File: src/rtl/fetch_unit.sv
// fetch_unit: instruction-fetch stage of the rVProc core.
// Owns the PC, drives the combinational instruction memory and registers the
// returned word into the IF/ID pipeline register. It handles stall,
// branch/jump redirect and an ECALL/EBREAK halt.
//
// Ports:
//   clk, rst          clock; asynchronous active-high reset
//   imem_addr         word address to instruction memory (pc[ADDR_W+1:2])
//   imem_data         instruction for imem_addr, valid in the same cycle
//   stall             hold PC and IF/ID
//   redirect_valid    taken branch/jump; redirect_target is the new PC
//   pc                current fetch PC
//   if_id_pc/_pc4     PC of the registered instruction, and that PC + 4
//   if_id_inst/_valid registered instruction; valid=0 marks a bubble
//   halted            stage is parked after an ECALL/EBREAK
//   fetch_count       number of instructions captured with valid=1
module fetch_unit #(
  parameter logic [31:0] RESET_PC = 32'h0000_0000,
  parameter int          ADDR_W   = 6,
  parameter logic [31:0] NOP_INST = 32'h0000_0013
) (
  input  logic              clk,
  input  logic              rst,
  output logic [ADDR_W-1:0] imem_addr,
  input  logic [31:0]       imem_data,
  input  logic              stall,
  input  logic              redirect_valid,
  input  logic [31:0]       redirect_target,
  output logic [31:0]       pc,
  output logic [31:0]       if_id_pc,
  output logic [31:0]       if_id_pc4,
  output logic [31:0]       if_id_inst,
  output logic              if_id_valid,
  output logic              halted,
  output logic [31:0]       fetch_count
);
  localparam logic [31:0] ECALL  = 32'h0000_0073;
  localparam logic [31:0] EBREAK = 32'h0010_0073;

  typedef enum logic {RUN, HALT} state_t;

  state_t      state, state_n;
  logic [31:0] pc_n, if_id_pc_n, if_id_pc4_n, if_id_inst_n, fetch_count_n;
  logic        if_id_valid_n;
  logic        is_sys;

  // Redirect targets are word aligned; the low two bits are dropped.
  logic        unused_tgt_lsbs;
  assign unused_tgt_lsbs = ^redirect_target[1:0];

  // Upper PC bits are not decoded, so the memory aliases.
  assign imem_addr = pc[ADDR_W+1:2];
  assign halted    = (state == HALT);
  assign is_sys    = (imem_data == ECALL) || (imem_data == EBREAK);

  always_ff @(posedge clk or posedge rst) begin
    if (rst) begin
      state       <= RUN;
      pc          <= RESET_PC;
      if_id_pc    <= 32'd0;
      if_id_pc4   <= 32'd4;
      if_id_inst  <= NOP_INST;
      if_id_valid <= 1'b0;
      fetch_count <= 32'd0;
    end else begin
      state       <= state_n;
      pc          <= pc_n;
      if_id_pc    <= if_id_pc_n;
      if_id_pc4   <= if_id_pc4_n;
      if_id_inst  <= if_id_inst_n;
      if_id_valid <= if_id_valid_n;
      fetch_count <= fetch_count_n;
    end
  end

  always_comb begin
    state_n       = state;
    pc_n          = pc;
    if_id_pc_n    = if_id_pc;
    if_id_pc4_n   = if_id_pc4;
    if_id_inst_n  = if_id_inst;
    if_id_valid_n = if_id_valid;
    fetch_count_n = fetch_count;
    if (redirect_valid) begin
      // Redirect wins over stall and also pulls the stage out of HALT, which
      // covers an older mispredict resolving after a wrong-path ECALL.
      pc_n          = {redirect_target[31:2], 2'b00};
      if_id_inst_n  = NOP_INST;
      if_id_valid_n = 1'b0;
      state_n       = RUN;
    end else if (!stall) begin
      case (state)
        RUN: begin
          if_id_pc_n    = pc;
          if_id_pc4_n   = pc + 32'd4;
          if_id_inst_n  = imem_data;
          if_id_valid_n = 1'b1;
          fetch_count_n = fetch_count + 32'd1;
          // The system instruction itself is delivered; fetch then parks.
          if (is_sys) state_n = HALT;
          else        pc_n    = pc + 32'd4;
        end
        HALT: begin
          if_id_inst_n  = NOP_INST;
          if_id_valid_n = 1'b0;
        end
        default: state_n = RUN;
      endcase
    end
  end
endmodule

File: config.mk
export PLATFORM = sky130hd
export DESIGN_NAME = fetch_unit
export DESIGN_NICKNAME = d
export VERILOG_FILES = /design/src/rtl/fetch_unit.sv
export SDC_FILE = /design/constraint.sdc
export NUM_CORES = 1
export LEC_CHECK = 0
export BUFFER_PORTS_ARGS = -buffer_cell sky130_fd_sc_hd__clkbuf_2
export CAP_MARGIN = 20
export CORE_ASPECT_RATIO = 0.5
export CORE_MARGIN = 2
export CORE_UTILIZATION = 45
export CTS_BUF_LIST = sky130_fd_sc_hd__clkbuf_2 sky130_fd_sc_hd__clkbuf_4 sky130_fd_sc_hd__clkbuf_8
export CTS_CLUSTER_DIAMETER = 50
export CTS_CLUSTER_SIZE = 12
export DETAILED_ROUTE_END_ITERATION = 10
export GPL_TIMING_DRIVEN = 0
export PLACE_DENSITY = 0.69
export SYNTH_ARGS = -nofsm -noshare
export SYNTH_HDL_FRONTEND = slang
export SYNTH_SLANG_ARGS = --single-unit
File: constraint.sdc
create_clock -name clk -period 5.65 [get_ports clk]
set_clock_uncertainty 0.15 [all_clocks]
set_input_delay 0.2825 -clock clk [delete_from_list [all_inputs] [get_ports clk]]
set_output_delay 0.2825 -clock clk [all_outputs]
set_load 0.02 [all_outputs]
==> metrics.sh, run 1 <==
RUN_STATUS='complete, no violations'
MET1_LENGTH_UM=9910
CELLLEAKAGEPOWER_uW=0.00462
STARTPOINT_TYPE='register'
MET2WIRELENGTH_UM=9870
IO_BUFFER_COUNT=227
RSZ0062_AT_GRT='false'
POST-DP-HPWL_UM=15000
WL_MET3_UM=1170
DETAIL_ROUTE.WL_PER_CELL_UM=17.5
MEAN_AREA_PER_SYNTHESIZED_CELL_UM2=10.0
SYNTH.DISTINCT_CELLS=52
CRIT_PATH_MAX_INCR_DELAY_NS=0.72
ROUTE.VIAS.TOTAL=6598
SYNTHCELLS=716
ANTENNA_FOUND_INITIAL=0
ROUTE.TOP_LAYER_USED='met4'
CTS_TREE='built'
MAXIMUM_NUMBER_OF_PINS_ON_ONE_NET_BEFORE_GLOBAL_ROUTE_REPAIR=81
REQUIRED_TIME_REPORTED_FOR_THE_CRITICAL_PATH_ENDPOINT_NS=5.87
MAX-CLOCK-PATH-BUFFERS=2
ROUTED_WIRELENGTH_UM=21500
CTS.SINK_COUNT=156
LAYOUTNONFILLERINSTCOUNT=1228
FINAL_MIN_PERIOD_OVER_CLOCK_PERIOD=0.522
DIE_WIDTH_UM=183
SYNTH-MAIN-FF-CELL='dfrtp_1'
HP-CLASS='input pin to register'
PIN_COUNT=236
PLACE.GP.CONGESTION=0.826
DRC=0
POSTCTSHOLDBUFS=45
WORSTPATHARRIVAL_NS=3.17
POWER_PER_CELL_AREA_mW_PER_MM2=312
POST_CTS_RESIZED=0
N_FILL_CELL=1360
ROW_COUNT=32
SLEW-LIMIT-HEADROOM=0.432
DRTANTENNAVIOLNETS=0
FIN_HOLD_WS_NS=0.00998
PLACEDCELLCOUNT=1153
VDD_DROP_MAX_uV=176
SYN_AREA_MM2=0.00717
TIMING.SETUP.CRITICAL_PATH_CLASS='register to register'
TRACK_USAGE=0.254
SYNTH.LARGEST_AREA_CELL='dfrtp_1'
FIN_CRIT_NS=2.95
DIE-HEIGHT_UM=93.3
TOTALPOWERFINAL_uW=2960
LAYOUT-DRIVE-GT1-SHARE=0.288
DRT_PRE_ANTENNA_ITERS=5
MAXIMUM_CAPACITANCE_VIOLATIONS=0
VIAS_PER_CELL=5.37
FINAL_AREA_MM2=0.00947
CELL_MODE_ON_CRITICAL_PATH='nand3_1'
AREA_DELTA_SYNTH_FINAL_PCT=32.1
YOSYSWARNINGS=0
START_UTIL=0.463
GRT_PASS1_VIAS=6405
YS_ASYNC_SR_FRACTION=1.00
FIN_NETS=1083
CLKLATENCYLATEPIN_NS=0.44
CRITPATHCAPTURETYPE='register'
SYNTH.YOSYS.SEQ_AREA_SHARE=0.545
CP_CELL_SEQUENCE='ha_1 -> nand3_4 -> nor4_1 -> nand3_1 -> or4_1 -> nand3_1'
YOSYS-TOP-CELLS-AREA='dfrtp_1 53%, nand2_1 7.4%, xnor2_1 5.3%, o21ai_0 4.5%, a22o_1 3.5%'
MAX_CLOCK_FREQ_MHz=339
SYNTHDOMINANTCELLAREASHARE=0.530
POSTCTSSETUPBUFFERS=0
CTS_MADE_BUFFERS=17
INITIALDRTVIOLATIONCOUNT=509
TIMING.CRITICAL_PATH.SLOWEST_STAGE_CELL='nor4_1'
ANTENNA_CELLS=0
DESIGN.DIE.AREA_MM2=0.0170
CTS.CLK_SLEW.WORST_PATHS_NS=0.10
FINALMAXSLEWVIOLATIONS=0
GLOBALROUTE.TOTALOVERFLOW=0
YS_SEQ_ELEMENTS=156
CLOCKROOTBUFFER='clkbuf_8'
CTS-HTREE-LEVELS=4
SYNTH_ENABLE_FLOP_CELLS=0
WIRE_LENGTH_OF_THE_FIRST_GLOBAL_ROUTING_PASS_UM=33700
MEASURED_SLEW_AT_THE_WORST_SLEW_CHECK_PIN_NS=0.840
CRIT_FANOUT=10
HOLD_VIOL_FINAL=0
SETUP_VIOL=0
DPL-INSTANCE-AREA_MM2=0.00861
CORE-AREA_MM2=0.0155
==> critical path: cells and delay by family (launching register included) <==
family        cells  cell delay, ns
fa+ha+maj         1            0.34
simple gates      5            1.81
flops             1            0.58
==> synthesized netlist by cell type, types with 3 or more instances <==
| library cell | count |
|---|---|
| a22o_1 | 29 |
| or4_1 | 5 |
| nor2_1 | 39 |
| buf_2 | 7 |
| nand2_1 | 141 |
| nor3_1 | 7 |
| a31oi_1 | 4 |
| nor2b_1 | 3 |
| xnor2_1 | 43 |
| o22ai_1 | 3 |
| inv_1 | 10 |
| dfstp_2 | 4 |
| and3_1 | 6 |
| buf_4 | 12 |
| a22oi_1 | 16 |
| nand3_1 | 23 |
| o2bb2ai_1 | 9 |
| dfrtp_1 | 152 |
| nand4_1 | 17 |
| o22a_1 | 4 |
| and4_1 | 8 |
| clkbuf_1 | 34 |
| xor2_1 | 14 |
| nor4_1 | 9 |
| and2_1 | 4 |
| or3_1 | 3 |
| a21oi_1 | 10 |
| o21ai_0 | 65 |
| o21a_1 | 3 |
==> metal layers <==
| layer | up-vias | GRT usage |
|---|---|---|
| li1 | 3091 | - |
| met1 | 3202 | 0.351 |
| met2 | 260 | 0.409 |
| met3 | 45 | 0.0397 |
| met4 | 0 | 0.0901 |
| met5 | - | 0 |
==> per-stage QoR <==
| step | setup TNS (ns) | utilization | setup slack (ns) |
|---|---|---|---|
| global placement | -114.67 | 0.554 | -0.760 |
| finish | 0 | 0.611 | 2.70 |
| detailed placement | 0 | 0.556 | 2.81 |
| CTS | 0 | 0.611 | 2.77 |
| floorplan | 0 | - | 1.02 |
| global route | 0 | 0.611 | 2.57 |
==> state kept, by name (all words and copies together), names as in the netlist <==
name,cells
halted,1
if_id_pc,30
fetch_count,32
if_id_valid,1
if_id_pc4,30
pc,30
if_id_inst,32
==> final timing paths <==
kind	startpoint	to	slack, ns	cells after the start
min reg2reg	if_id_pc[26]$_DFFE_PP0P_	if_id_pc[26]$_DFFE_PP0P_	0.33	2
min in group asynchronous	rst	fetch_count[30]$_DFFE_PP0P_	0.38	3
max in group asynchronous	rst	if_id_pc4[2]$_DFFE_PP1P_	4.11	4
max	pc[2]$_DFFE_PP0P_	pc[30]$_DFFE_PP0P_	2.70	6
min	redirect_target[4]	pc[4]$_DFFE_PP0P_	0.01	3
max reg2reg	pc[2]$_DFFE_PP0P_	pc[30]$_DFFE_PP0P_	2.70	6
==> cell type report <==
type | count | area [µm²] | area share
Timing Repair Buffer | 273 | 1610 | 0.170
Sequential cell | 156 | 3910 | 0.413
Buffer | 57 | 270 | 0.0285
Clock inverter | 12 | 165 | 0.0174
Clock buffer | 18 | 241 | 0.0255
Tap cell | 204 | 255 | 0.0270
Multi-Input combinational cell | 498 | 2970 | 0.314
Inverter | 10 | 42.5 | 0.00449
==> power by group <==
part / internal (µW) / switching [µW] / total (µW)
logic: 252 / 452 / 704
clock network: 443 / 443 / 886
registers: 1250 / 120 / 1370
total: 1940 / 1010 / 2960
==> placed cells by master, fill, tap and decap left out, types with 8 or more instances in the layout <==
cell type / count
o21ai_0: 65
xnor2_1: 43
nor4_1: 9
buf_4: 12
dfrtp_1: 152
nand2_1: 141
a22oi_1: 16
nor2_1: 39
o2bb2ai_1: 9
clkbuf_1: 34
nand3_1: 23
clkbuf_8: 17
xor2_1: 14
dlygate4sd3_1: 45
a21oi_1: 10
a22o_1: 29
inv_1: 9
clkbuf_2: 229
nand4_1: 17
and4_1: 8
==> cell families after synthesis <==
family          after synthesis  share of synthesized area
other cells                   1                   0.000523
fa+ha+maj                     2                    0.00349
simple gates                281                      0.196
buf+inv                      67                     0.0429
xor+xnor                     57                     0.0696
compound gates              150                      0.140
mux                           2                    0.00279
flops                       156                      0.545
Power figures use the tool's default switching activity.
==> inputs of run 2 (changes only) <==
==> constraint.sdc (replaced) <==
create_clock -name clk -period 3 [get_ports clk]
set_clock_uncertainty 0.15 [all_clocks]
set_input_delay 0.15 -clock clk [delete_from_list [all_inputs] [get_ports clk]]
set_output_delay 0.15 -clock clk [all_outputs]
set_load 0.02 [all_outputs]
==> metrics.sh, run 2 (synthesis gave the netlist of run 1 again) <==
ROW_COUNT=32
CRITPATHCAPTURETYPE='register'
DESIGN.DIE.AREA_MM2=0.0170
HP-CLASS='input pin to async pin'
DPL-INSTANCE-AREA_MM2=0.00866
PATH_DELAY_FAMILY='buffers and inverters'
STARTPOINT_TYPE='input pin'
PLACEDCELLCOUNT=1156
MAXIMUM_CAPACITANCE_VIOLATIONS=0
TOP_LIBRARY_CELLS_BY_USAGE_IN_THE_LAYOUT_FILL_AND_TAPS_ASIDE='229 x clkbuf_2, 152 x dfrtp_1, 141 x nand2_1'
POSTCTSSETUPBUFFERS=0
DRT_PRE_ANTENNA_ITERS=5
DIE-HEIGHT_UM=93.3
TOTALPOWERFINAL_uW=5440
MAX-CLOCK-PATH-BUFFERS=2
GRT_USE_MET1=0.357
CTS_TREE='built'
WIRE_LENGTH_OF_THE_FIRST_GLOBAL_ROUTING_PASS_UM=34400
WORST-PATH-BUF-INV=3
TIMING.SETUP.CRITICAL_PATH_CLASS='input pin to register'
LAYOUT-DRIVE-GT1-SHARE=0.287
PLACE.GP.CONGESTION=0.820
DETAIL_ROUTE.WL_PER_CELL_UM=17.1
SLEW-LIMIT-HEADROOM=0.434
TRACK_USAGE=0.258
VDD_DROP_MAX_uV=313
FIN_CRIT_NS=2.79
DIE_WIDTH_UM=183
INITIALDRTVIOLATIONCOUNT=410
POWER_PER_CELL_AREA_mW_PER_MM2=561
START_UTIL=0.463
CRIT_PATH_MAX_INCR_DELAY_NS=0.74
CP_CELL_SEQUENCE='dlygate4sd3_1 -> clkbuf_2 -> nor4_1 -> nand4_1 -> o41ai_2 -> clkbuf_1 -> o21ai_0 -> o21ai_0'
MAXIMUM_NUMBER_OF_PINS_ON_ONE_NET_BEFORE_GLOBAL_ROUTE_REPAIR=41
PIN_COUNT=236
GRT_PASS1_VIAS=6544
CTS.CLK_SLEW.WORST_PATHS_NS=0.10
DRC=0
LAYOUT_TOP_REGISTERS='fetch_count: 32 flops, if_id_inst: 32 flops'
IO_BUFFER_COUNT=227
MAX_CLOCK_FREQ_MHz=359
TOP_USAGE_LAYER='met2'
CELLLEAKAGEPOWER_uW=0.00471
MEASURED_SLEW_AT_THE_WORST_SLEW_CHECK_PIN_NS=0.840
DRTANTENNAVIOLNETS=0
CRIT_FANOUT=10
ANTENNA_CELLS=0
ROUTE.VIAS.TOTAL=6712
FINAL_MIN_PERIOD_OVER_CLOCK_PERIOD=0.929
AREA_DELTA_SYNTH_FINAL_PCT=35.2
CTS_MADE_BUFFERS=17
RUN_STATUS='complete, no violations'
GLOBALROUTE.TOTALOVERFLOW=0
TIMING.CRITICAL_PATH.SLOWEST_STAGE_CELL='o41ai_2'
ANTENNA_FOUND_INITIAL=0
CTS-HTREE-LEVELS=4
FINAL_COMMON_CELL='clkbuf_2'
RSZ0062_AT_GRT='false'
CORE-AREA_MM2=0.0155
POST-DP-HPWL_UM=15200
FIN_NETS=1106
WORSTPATHARRIVAL_NS=3.01
ROUTED_WIRELENGTH_UM=21400
SETUP_VIOL=0
LAYOUTNONFILLERINSTCOUNT=1253
VIAS_PER_CELL=5.36
CLKLATENCYLATEPIN_NS=0.44
CTS.SINK_COUNT=156
REQUIRED_TIME_REPORTED_FOR_THE_CRITICAL_PATH_ENDPOINT_NS=3.22
CLOCKROOTBUFFER='clkbuf_8'
GR-USAGE-MET2=0.420
FINALMAXSLEWVIOLATIONS=0
FINAL_AREA_MM2=0.00969
MET3_USAGE=0.0382
HOLD_VIOL_FINAL=0
CELL_MODE_ON_CRITICAL_PATH='o21ai_0'
[run 2: changes by cell type in the layout (fill, tap and decap cells not counted), moves of 2 or more]
| cell | previous run | this run |
|---|---|---|
| dlygate4sd3_1 | 45 | 65 |
| buf_12 | 0 | 4 |
| bufinv_16 | 3 | 0 |
| clkbuf_8 | 17 | 19 |
[run 2: per-layer routing]
layer / wire length, µm / share of wire
met5: 0 / 0
met1: 9730 / 0.45
met2: 10100 / 0.47
met4: 427 / 0.020
met3: 1170 / 0.055
[run 2: area by class of cell]
| class | count | area, µm² |
|---|---|---|
| fillers | 1276 | 5800 |
| well taps | 204 | 255 |
| repair buffers | 296 | 1870 |
| clock inverters | 12 | 104 |
| plain buffers | 57 | 270 |
| clock buffers | 20 | 269 |
| multi-input cells | 498 | 2980 |
| flip-flops and latches | 156 | 3910 |
| inverters | 10 | 41.3 |
[run 2: what timing repair did]
action | CTS | global route
gates resized for setup | 0 | 1
setup endpoints to repair | 0 | 1
hold buffers | 65 | 0
endpoints found under the hold margin | 111 | 0
[run 2: metrics by stage]
step                TNS, ns  worst slack [ns]  utilization  hold slack [ns]
finish                    0             0.212        0.626            0.143
global route              0            0.0851        0.626            0.175
CTS                       0             0.120        0.625            0.146
detailed placement        0             0.138        0.559           0.0798
global placement     -38.11            -0.267        0.554            0.213
floorplan                 0             0.579            -           0.0925
[run 2: path summary, 6_finish.rpt]
| check | slack (ns) | startpoint | end | depth (start not counted) |
|---|---|---|---|---|
| max | 0.21 | imem_data[28] | pc[7]$_DFFE_PP0P_ | 8 |
| min | 0.14 | rst | if_id_inst[20]$_DFFE_PP0N_ | 3 |
| max reg2reg | 0.25 | pc[2]$_DFFE_PP0P_ | pc[24]$_DFFE_PP0P_ | 6 |
| min reg2reg | 0.33 | if_id_pc[27]$_DFFE_PP0P_ | if_id_pc[27]$_DFFE_PP0P_ | 2 |
| max in group asynchronous | 1.50 | rst | if_id_pc[10]$_DFFE_PP0P_ | 6 |
| min in group clk | 0.18 | redirect_valid | fetch_count[4]$_DFFE_PP0P_ | 4 |
[run 2: worst min-delay path, cell delays in order]
cell and delay, ns:
dlygate4sd3_1 0.53, clkbuf_2 0.12, clkinvlp_4 0.38
[run 2: where the power goes]
group          switching, µW  internal, µW
sequential               226          2350
combinational            851           498
clock                    867           650
==> inputs of run 3 (changes only) <==
--- a/config.mk
+++ b/config.mk
@@ -15,7 +15,8 @@
 export CTS_CLUSTER_SIZE = 12
 export DETAILED_ROUTE_END_ITERATION = 10
 export GPL_TIMING_DRIVEN = 0
-export PLACE_DENSITY = 0.69
+export PLACE_DENSITY = 0.72
+export SKIP_LAST_GASP = 1
 export SYNTH_ARGS = -nofsm -noshare
 export SYNTH_HDL_FRONTEND = slang
 export SYNTH_SLANG_ARGS = --single-unit
==> constraint.sdc (replaced) <==
create_clock -name clk -period 2.4 [get_ports clk]
set_clock_uncertainty 0.15 [all_clocks]
set_input_delay 0.12 -clock clk [delete_from_list [all_inputs] [get_ports clk]]
set_output_delay 0.12 -clock clk [all_outputs]
set_load 0.02 [all_outputs]
==> metrics.sh, run 3 (synthesis gave the netlist of run 1 again) <==
RUN_STATUS='complete, no violations'
DRC=0
DRTANTENNAVIOLNETS=0
MET2WIRELENGTH_UM=10400
PLACE_WORST_SETUP_SLACK_NS=-0.368
MAX_CLOCK_FREQ_MHz=432
TOP_LIBRARY_CELLS_BY_USAGE_IN_THE_LAYOUT_FILL_AND_TAPS_ASIDE='235 x clkbuf_2, 150 x dfrtp_1, 141 x nand2_1'
CTS_MADE_BUFFERS=17
CTS.CLK_SLEW.WORST_PATHS_NS=0.10
HP-CLASS='input pin to async pin'
REQUIRED_TIME_REPORTED_FOR_THE_CRITICAL_PATH_ENDPOINT_NS=2.63
DIE-HEIGHT_UM=93.3
ANTENNA_FOUND_INITIAL=0
CLKLATENCYLATEPIN_NS=0.45
POST-DP-HPWL_UM=15300
DRT_PRE_ANTENNA_ITERS=8
DIE_WIDTH_UM=183
START_UTIL=0.463
GRT_PASS1_VIAS=6562
CRITPATHCAPTURETYPE='register'
REGTOREGSTARTPOINT='pc[2]$_DFFE_PP0P_'
ROUTED_WIRELENGTH_UM=21900
LAYOUT_TOP_REGISTERS='fetch_count: 32 flops, if_id_inst: 32 flops'
VIAS_PER_CELL=5.34
WORST_SETUP_PATH_STARTPOINT='pc[2]$_DFFE_PP0P_'
CRIT_PATH_MAX_INCR_DELAY_NS=0.51
GLOBALROUTE.TOTALOVERFLOW=0
DETAIL_ROUTE.WL_PER_CELL_UM=17.4
WL_MET3_UM=1280
ANTENNA_CELLS=0
FIN_CRIT_NS=2.31
TIMING.CRITICAL_PATH.SLOWEST_STAGE_CELL='dfrtp_2'
PLACE.GP.CONGESTION=0.833
CTS-HTREE-LEVELS=4
RSZ0062_AT_GRT='true'
FINAL_COMMON_CELL='clkbuf_2'
FIN_SETUP_TNS_NS=0
CTS.SINK_COUNT=156
FINALMAXSLEWVIOLATIONS=0
SLEW-LIMIT-HEADROOM=0.551
MEASURED_SLEW_AT_THE_WORST_SLEW_CHECK_PIN_NS=0.674
MET1_LENGTH_UM=9770
WORST_PATH_SETUP_SLACK_AFTER_ROUTING_NS=0.0878
PIN_COUNT=236
MAXIMUM_NUMBER_OF_PINS_ON_ONE_NET_BEFORE_GLOBAL_ROUTE_REPAIR=44
CP_CELL_SEQUENCE='ha_2 -> nand3_4 -> nor4_4 -> buf_4 -> nand4_2 -> or4_1 -> nand3_1'
CTS_TREE='built'
CRIT_FANOUT=10
MAX-CLOCK-PATH-BUFFERS=2
MAXIMUM_CAPACITANCE_VIOLATIONS=0
CORE-AREA_MM2=0.0155
DESIGN.DIE.AREA_MM2=0.0170
STARTPOINT_TYPE='register'
CLOCKROOTBUFFER='clkbuf_8'
FINAL_MIN_PERIOD_OVER_CLOCK_PERIOD=0.963
CELLLEAKAGEPOWER_uW=0.00485
POWER_PER_CELL_AREA_mW_PER_MM2=714
WIRE_LENGTH_OF_THE_FIRST_GLOBAL_ROUTING_PASS_UM=34500
AREA_DELTA_SYNTH_FINAL_PCT=37.9
IO_BUFFER_COUNT=227
ROUTE.VIAS.TOTAL=6745
LAYOUT-DRIVE-GT1-SHARE=0.306
WORST_R2R_PATH_DEPTH=7
TRACK_USAGE=0.260
VDD_DROP_MAX_uV=373
SETUP_VIOL=0
WORSTPATHARRIVAL_NS=2.54
TIMING.SETUP.CRITICAL_PATH_CLASS='register to register'
FIN_NETS=1115
ROUTE.TOP_LAYER_USED='met4'
FINAL_CORE_OCC=0.638
ROW_COUNT=32
INITIALDRTVIOLATIONCOUNT=404
HOLD_VIOL_FINAL=0
[run 3: final timing paths]
check,end,slack [ns]
min reg2reg,if_id_pc[16]$_DFFE_PP0P_,0.33
max in group asynchronous,pc[9]$_DFFE_PP0P_,0.95
min in group clk,fetch_count[4]$_DFFE_PP0P_,0.17
max reg2reg,pc[24]$_DFFE_PP0P_,0.09
max,pc[24]$_DFFE_PP0P_,0.09
min,fetch_count[26]$_DFFE_PP0P_,0.10
[run 3: per-layer routing]
| metal | vias to the layer above | global-route usage |
|---|---|---|
| met5 | - | 0 |
| met4 | 0 | 0.0800 |
| met3 | 38 | 0.0533 |
| met2 | 239 | 0.433 |
| met1 | 3298 | 0.347 |
| li1 | 3170 | - |
[run 3: repair_timing]
action | 4_1_cts | 5_1_grt
hold endpoints to repair | 104 | 0
setup buffers | 4 | 5
endpoints found under the setup margin | 15 | 44
hold buffers | 67 | 0
pin swaps | 2 | 4
resized for setup | 2 | 19
[run 3: report_power, final]
part	switching [µW]	leakage (µW)	internal, µW
sequential	286	0.00198	2930
clock	1050	0.000207	1080
combinational	1080	0.00266	631
total	2410	0.00485	4640
[run 3: final cells by class]
| cell class | instances | area (µm²) |
|---|---|---|
| clock inverter | 13 | 166 |
| inverter | 10 | 41.3 |
| clock buffer | 19 | 255 |
| tap | 204 | 255 |
| multi-input combinational | 498 | 3030 |
| buffer | 55 | 270 |
| fill | 1308 | 5610 |
| sequential | 156 | 3910 |
| timing repair buffer | 307 | 1950 |
[run 3: worst max-delay path, delay by kind of cell, from the launching register on]
family	cells	cell delay, ns
simple gates	5	1.11
fa+ha+maj	1	0.28
buf+inv	1	0.18
flops	1	0.51
[run 3: per-stage QoR]
| stage | total power (µW) | hold slack [ns] | cells | cell area [µm²] |
|---|---|---|---|---|
| 6_report | 7060 | 0.104 | 1262 | 9890 |
| 5_1_grt | 7390 | 0.116 | 1262 | 9890 |
| 3_3_place_gp | 4820 | 0.190 | 1152 | 8590 |
| 2_1_floorplan | 4220 | 0.0625 | 721 | 7200 |
| 4_1_cts | 7080 | 0.0706 | 1259 | 9800 |
| 3_5_place_dp | 4870 | 0.0118 | 1156 | 8670 |
